==> config.mk <==
export PLATFORM = sky130hd
export DESIGN_NAME = rel_addr_agu_flat
export DESIGN_NICKNAME = d
export VERILOG_FILES = /design/src/rtl/rel_addr_agu_if.sv /design/src/rtl/rel_addr_agu.sv /design/src/flat_wrapper.sv
export SDC_FILE = /design/constraint.sdc
export NUM_CORES = 1
export LEC_CHECK = 0
export CORE_MARGIN = 1
export CORE_UTILIZATION = 46
export CTS_CLUSTER_SIZE = 25
export DETAILED_ROUTE_END_ITERATION = 6
export GPL_ROUTABILITY_DRIVEN = 1
export PLACE_DENSITY = 0.68
export SLEW_MARGIN = 5
export SYNTH_ARGS = -nofsm -noshare
export SYNTH_HDL_FRONTEND = slang
export SYNTH_SLANG_ARGS = --single-unit
==> constraint.sdc <==
create_clock -name clk -period 18.2 [get_ports clk]
set_clock_uncertainty 0.2 [all_clocks]
set_input_delay 3.64 -clock clk [delete_from_list [all_inputs] [get_ports clk]]
set_output_delay 3.64 -clock clk [all_outputs]
set_load 0.005 [all_outputs]
==> src/rtl/rel_addr_agu_if.sv <==
// Decoder-to-AGU bus: access strobes, pointer select/load, per-pointer config, and the
// resulting memory address and wrap flag.
interface rel_addr_agu_if #(
  parameter int unsigned MDATAW = 8,
  parameter int unsigned PSELW  = 2
);
  logic              srf;
  logic              ldi;
  logic [PSELW-1:0]  psel;
  logic              pinc;
  logic              pld;
  logic [MDATAW-1:0] in;
  logic [MDATAW-1:0] addr;
  logic              cfg_we;
  logic [1:0]        cfg_mode;
  logic [MDATAW-1:0] cfg_step;
  logic [MDATAW-1:0] cfg_len;
  logic [MDATAW-1:0] out;
  logic              wrap;

  modport master (
    output srf, ldi, psel, pinc, pld, in, addr, cfg_we, cfg_mode, cfg_step, cfg_len,
    input  out, wrap
  );

  modport slave (
    input  srf, ldi, psel, pinc, pld, in, addr, cfg_we, cfg_mode, cfg_step, cfg_len,
    output out, wrap
  );
endinterface

==> src/rtl/rel_addr_agu.sv <==
// Multi-pointer address generator: pointer+offset addressing with optional bit-reversed
// index and circular post-increment per pointer.
module rel_addr_agu #(
  parameter int unsigned MDATAW = 8,
  parameter int unsigned NPTR   = 4,
  parameter int unsigned FFTSIZ = 3,
  parameter bit          USEFFT = 1'b1
) (
  input  logic          clk,
  input  logic          rst,
  rel_addr_agu_if.slave bus
);
  localparam int unsigned PSELW = (NPTR > 1) ? $clog2(NPTR) : 1;
  localparam int unsigned AW    = MDATAW + 1;

  typedef struct packed {
    logic [1:0]        mode;
    logic [MDATAW-1:0] step;
    logic [MDATAW-1:0] len;
  } ptr_cfg_t;

  logic [MDATAW-1:0] ptr_q [NPTR];
  ptr_cfg_t          cfg_q [NPTR];
  logic              wrap_q;

  logic              acc;
  logic              sel_ok;
  logic [PSELW-1:0]  rd_idx;
  logic [MDATAW-1:0] cur_ptr;
  logic [MDATAW-1:0] eff_ptr;
  logic [MDATAW-1:0] ptr_nxt;
  ptr_cfg_t          cur_cfg;
  logic [AW-1:0]     sum;
  logic              wrap_hit;

  // Out-of-range selects read pointer 0 and suppress all writes.
  assign acc     = bus.srf | bus.ldi;
  assign sel_ok  = ({1'b0, bus.psel} < (PSELW + 1)'(NPTR));
  assign rd_idx  = sel_ok ? bus.psel : '0;
  assign cur_ptr = ptr_q[rd_idx];
  assign cur_cfg = cfg_q[rd_idx];

  // Effective index: low FFTSIZ bits mirrored in bit-reverse modes.
  always_comb begin
    eff_ptr = cur_ptr;
    if (USEFFT && cur_cfg.mode[1]) begin
      for (int unsigned i = 0; i < FFTSIZ; i++) begin
        eff_ptr[i] = cur_ptr[FFTSIZ-1-i];
      end
    end
  end

  assign bus.out  = acc ? (eff_ptr + bus.addr) : bus.addr;
  assign bus.wrap = wrap_q;

  // Signed MDATAW+1 post-increment with a single modulo correction.
  always_comb begin
    sum      = {1'b0, cur_ptr} + {cur_cfg.step[MDATAW-1], cur_cfg.step};
    ptr_nxt  = sum[MDATAW-1:0];
    wrap_hit = 1'b0;
    if (cur_cfg.mode[0] && (cur_cfg.len != '0)) begin
      if (!cur_cfg.step[MDATAW-1]) begin
        if (sum >= {1'b0, cur_cfg.len}) begin
          ptr_nxt  = MDATAW'(sum - {1'b0, cur_cfg.len});
          wrap_hit = 1'b1;
        end
      end else if (sum[MDATAW]) begin
        ptr_nxt  = MDATAW'(sum + {1'b0, cur_cfg.len});
        wrap_hit = 1'b1;
      end
    end
  end

  // Pointer load beats post-increment; config writes never affect this cycle's access.
  always_ff @(posedge clk) begin
    if (rst) begin
      for (int unsigned i = 0; i < NPTR; i++) begin
        ptr_q[i] <= '0;
        cfg_q[i] <= '{mode: 2'b00, step: MDATAW'(1), len: '0};
      end
      wrap_q <= 1'b0;
    end else begin
      wrap_q <= 1'b0;
      if (sel_ok) begin
        if (bus.pld) begin
          ptr_q[rd_idx] <= bus.in;
        end else if (acc && bus.pinc) begin
          ptr_q[rd_idx] <= ptr_nxt;
          wrap_q        <= wrap_hit;
        end
        if (bus.cfg_we) begin
          cfg_q[rd_idx] <= '{mode: bus.cfg_mode, step: bus.cfg_step, len: bus.cfg_len};
        end
      end
    end
  end
endmodule

==> src/flat_wrapper.sv <==
// flat-port wrapper written by rule: the top's interface ports become plain ports
module rel_addr_agu_flat 
#(
  parameter int unsigned MDATAW = 8,
  parameter int unsigned NPTR   = 4,
  parameter int unsigned FFTSIZ = 3,
  parameter bit          USEFFT = 1'b1
)
  (clk, rst, bus_srf, bus_ldi, bus_psel, bus_pinc, bus_pld, bus_in, bus_addr, bus_cfg_we, bus_cfg_mode, bus_cfg_step, bus_cfg_len, bus_out, bus_wrap);
  rel_addr_agu_if #(.MDATAW(MDATAW), .PSELW(2)) bus_i ();
  input  logic clk;
  input  logic rst;
  input wire logic [$bits(bus_i.srf)-1:0] bus_srf;
  input wire logic [$bits(bus_i.ldi)-1:0] bus_ldi;
  input wire logic [$bits(bus_i.psel)-1:0] bus_psel;
  input wire logic [$bits(bus_i.pinc)-1:0] bus_pinc;
  input wire logic [$bits(bus_i.pld)-1:0] bus_pld;
  input wire logic [$bits(bus_i.in)-1:0] bus_in;
  input wire logic [$bits(bus_i.addr)-1:0] bus_addr;
  input wire logic [$bits(bus_i.cfg_we)-1:0] bus_cfg_we;
  input wire logic [$bits(bus_i.cfg_mode)-1:0] bus_cfg_mode;
  input wire logic [$bits(bus_i.cfg_step)-1:0] bus_cfg_step;
  input wire logic [$bits(bus_i.cfg_len)-1:0] bus_cfg_len;
  output wire logic [$bits(bus_i.out)-1:0] bus_out;
  output wire logic [$bits(bus_i.wrap)-1:0] bus_wrap;
  assign bus_i.srf = bus_srf;
  assign bus_i.ldi = bus_ldi;
  assign bus_i.psel = bus_psel;
  assign bus_i.pinc = bus_pinc;
  assign bus_i.pld = bus_pld;
  assign bus_i.in = bus_in;
  assign bus_i.addr = bus_addr;
  assign bus_i.cfg_we = bus_cfg_we;
  assign bus_i.cfg_mode = bus_cfg_mode;
  assign bus_i.cfg_step = bus_cfg_step;
  assign bus_i.cfg_len = bus_cfg_len;
  assign bus_out = bus_i.out;
  assign bus_wrap = bus_i.wrap;
  rel_addr_agu #(.MDATAW(MDATAW), .NPTR(NPTR), .FFTSIZ(FFTSIZ), .USEFFT(USEFFT)) u_core (.clk(clk), .rst(rst), .bus(bus_i));
endmodule
==> metrics.yaml <==
wirelength_um: 15690
htreeDepth: 3
crit_required_ns: 14.36
rsz0062_at_grt: "no"
gp_congestion: 0.8945
dpl.hpwl_um: 11420
cp_num_buf_inv: 4
cp_top_family: "buffers and inverters"
path_class: "input port to output pin"
portBuffers: 51
hold_violations: 0
ios: 52
cts_buffer_depth: 2
drt_iter0_drc: 293
area_delta_synth_final_pct: 15.30
grt_first_pass_wirelength_um: 24820
cp_max_fo: 35
critPathCaptureType: "output pin"
ys_seq_elements: 105
min_path_type: "register to register"
internal_power_uw: 522.0
cts.sinks: 105
yosysSeqAreaShare: 0.4827
pwr-share-clk: 0.269
seqPwrFrac: 0.373
cts_repair_resize_count: 0
crit_path_start_kind: "input port"
cts_tree: "yes"
cts_buffers: 9
grt_max_degree: 36
comb_power_share: 0.358
swShare: 0.3288
fin_tns_setup_ns: 0
yosysWarnings: 0
die_w_um: 121.0
p_sw_uw: 255.7
power_leakage_uw: 0.002821
peakVddDrop_uv: 57.07
rows: 43
period_share: 0.6106
crit_slowest_cell: "clkdlybuf4s50_1"
max_stage_delay_ns: 0.53
syn_area_per_cell_sq_um: 11.75
synth_edf_count: 104
coreArea_sq_um: 13830
syn_area_sq_um: 6511
holdBufCountCts: 0
tightest_slew_ns: 0.9579
clk_latency_ns: 0.35
cts_setup_buffers: 0
grtUsageTotal: 0.2268
fillers: 1161
run_status: "finished, final reports clean"
min_period_ns: 11.11
finalSetupViolCount: 0
syn_nets: 631
vias: 4729
drv_cap: 0
syn_inst: 554
worstPathArrival_ns: 7.27
dieArea_sq_um: 14640
grt_pass1_vias: 4791
wl_per_cell_um: 20.03
grt-ovfl-total: 0
drv_slew: 0
path_cells: "clkdlybuf4s50_1 > buf_4 > mux4_2 > mux2_2 > ha_1 > inv_1 > fa_1 > nor2b_1 > o21ai_0 > a21boi_1 > o21ai_0 > nor3b_1 > o31ai_1 > clkdlybuf4s50_1"
cts-root-buf: "clkbuf_16"
antenna_found_initial: 0
die_h_um: 121.0
ys.flop_type: "edfxtp_1"
hold_ws_ns: 0.8745
layout-drive-gt1-share: 0.1111
synth.distinct_cells: 68
start_util: 0.4709
vias_per_cell: 6.040
powerDensity_nw_per_um2: 103.6
slew_headroom: 0.3590
nets: 675
fmax_mhz: 89.98
drc: 0
diodes: 0
synthArstFlopShare: 0
ant_nets: 0
clkTransAtPathRegs_ns: 0.07
dr.pass1.iters: 5
[worst paths after layout]
path | from | to | slack [ns] | depth (start not counted)
min | u_core.cfg_q[2][16] | u_core.bus.wrap | 0.87 | 4
max | bus_psel[1] | bus_out[6] | 7.09 | 14
max reg2reg | u_core.ptr_q[3][0] | u_core.ptr_q[0][5] | 12.45 | 13
min reg2reg | u_core.cfg_q[2][16] | u_core.bus.wrap | 0.87 | 4
[registers in the layout, indices dropped and copies added (netlist names)]
signal and cells:
u_core.cfg_q 72, u_core.ptr_q 32, u_core.bus.wrap 1
[worst reg2reg max path, stage by stage (launching register included)]
cell and delay [ns]:
edfxtp_1 0.36, mux4_2 0.51, ha_1 0.26, fa_1 0.42
a211oi_1 0.51, nor2_1 0.13, xor2_1 0.43, ha_1 0.44
and4b_1 0.25, a41oi_1 0.29, a21boi_1 0.49, a2111oi_0 0.22
o32ai_1 0.75, o22ai_1 0.18
[synth_stat cells (3+ instances only)]
cell type,n,area (sq um)
a2111oi_0,4,35.03
a211oi_1,6,45.04
a21boi_1,3,22.52
a21o_1,3,22.52
a21oi_1,20,100.1
a31o_2,3,26.28
a31oi_1,8,50.05
and2_1,52,325.3
and3_1,17,106.4
buf_1,5,18.77
buf_2,3,15.01
clkbuf_1,14,52.55
edfxtp_1,104,3123
fa_1,4,80.08
ha_1,30,375.4
inv_1,24,90.09
mux2_2,6,67.56
mux2i_1,4,40.04
mux4_2,25,563.0
nand2_1,30,112.6
nand2b_1,13,81.33
nand3_1,10,50.05
nor2_1,27,101.4
nor2b_1,11,68.82
nor3_1,7,35.03
nor4b_1,4,35.03
o2111ai_1,3,26.28
o211a_1,3,30.03
o211ai_1,9,67.56
o21a_1,9,67.56
o21ai_0,13,65.06
o21ai_1,12,60.06
o22ai_1,3,18.77
o31ai_1,3,22.52
or2_2,4,25.02
or3_1,8,50.05
or4_1,5,37.54
xnor2_1,5,43.79
xor2_1,5,43.79
[area by class of cell]
type,count,area [sq um],area share
well taps,180,225.2,0.03000
inverters,26,97.59,0.01300
clock inverters,7,100.1,0.01333
repair buffers,57,550.5,0.07333
multi-input cells,399,3166,0.4217
flip-flops and latches,105,3143,0.4187
clock buffers,9,225.2,0.03000
[cell families (layout without fill, tap and decap cells)]
kind of cell	count (synthesis)	count (layout)	synth area share
simple gates	199	199	0.1714
xor+xnor	10	10	0.01345
mux	35	35	0.1030
buf+inv	50	99	0.03113
flops	105	105	0.4827
fa+ha+maj	34	34	0.06995
compound gates	121	121	0.1284
[metal layers]
metal,global-route usage,routed length (um)
met1,0.2827,6610
met2,0.3843,7631
met3,0.03195,902
met4,0.1157,544
met5,0,0
[stage by stage]
step / instances / total power [uW] / setup WS [ns] / util / instance area, sq um
floorplan: 554 / 484.4 / 7.849 / - / 6511
global placement: 767 / 563.3 / 7.217 / 0.5194 / 7182
detailed placement: 767 / 568.9 / 7.069 / 0.5194 / 7182
CTS: 783 / 777.0 / 7.054 / 0.5429 / 7507
global route: 783 / 814.0 / 6.792 / 0.5429 / 7507
finish: 783 / 777.7 / 7.087 / 0.5429 / 7507
[placed cells by master (no fill, tap or decap), types with 7 or more instances in the layout]
cell type | Yosys | routed
edfxtp_1 | 104 | 104
and2_1 | 52 | 52
clkdlybuf4s50_1 | 0 | 50
nand2_1 | 30 | 30
ha_1 | 30 | 30
nor2_1 | 27 | 27
mux4_2 | 25 | 25
inv_1 | 24 | 24
a21oi_1 | 20 | 20
and3_1 | 17 | 17
o21ai_0 | 13 | 13
nand2b_1 | 13 | 13
o21ai_1 | 12 | 12
nor2b_1 | 11 | 11
nand3_1 | 10 | 10
o211ai_1 | 9 | 9
o21a_1 | 9 | 9
clkbuf_16 | 0 | 9
or3_1 | 8 | 8
a31oi_1 | 8 | 8
nor3_1 | 7 | 7
[power groups by stage]
stage	combinational, uW	clock (uW)	sequential, uW
6_report	278	210	290
5_1_grt	303	220	291
4_1_cts	275	212	290
2_1_floorplan	191	0	293
3_3_place_gp	269	0	294
3_5_place_dp	274	0	295
No activity file was read; power rests on OpenSTA's default activity.
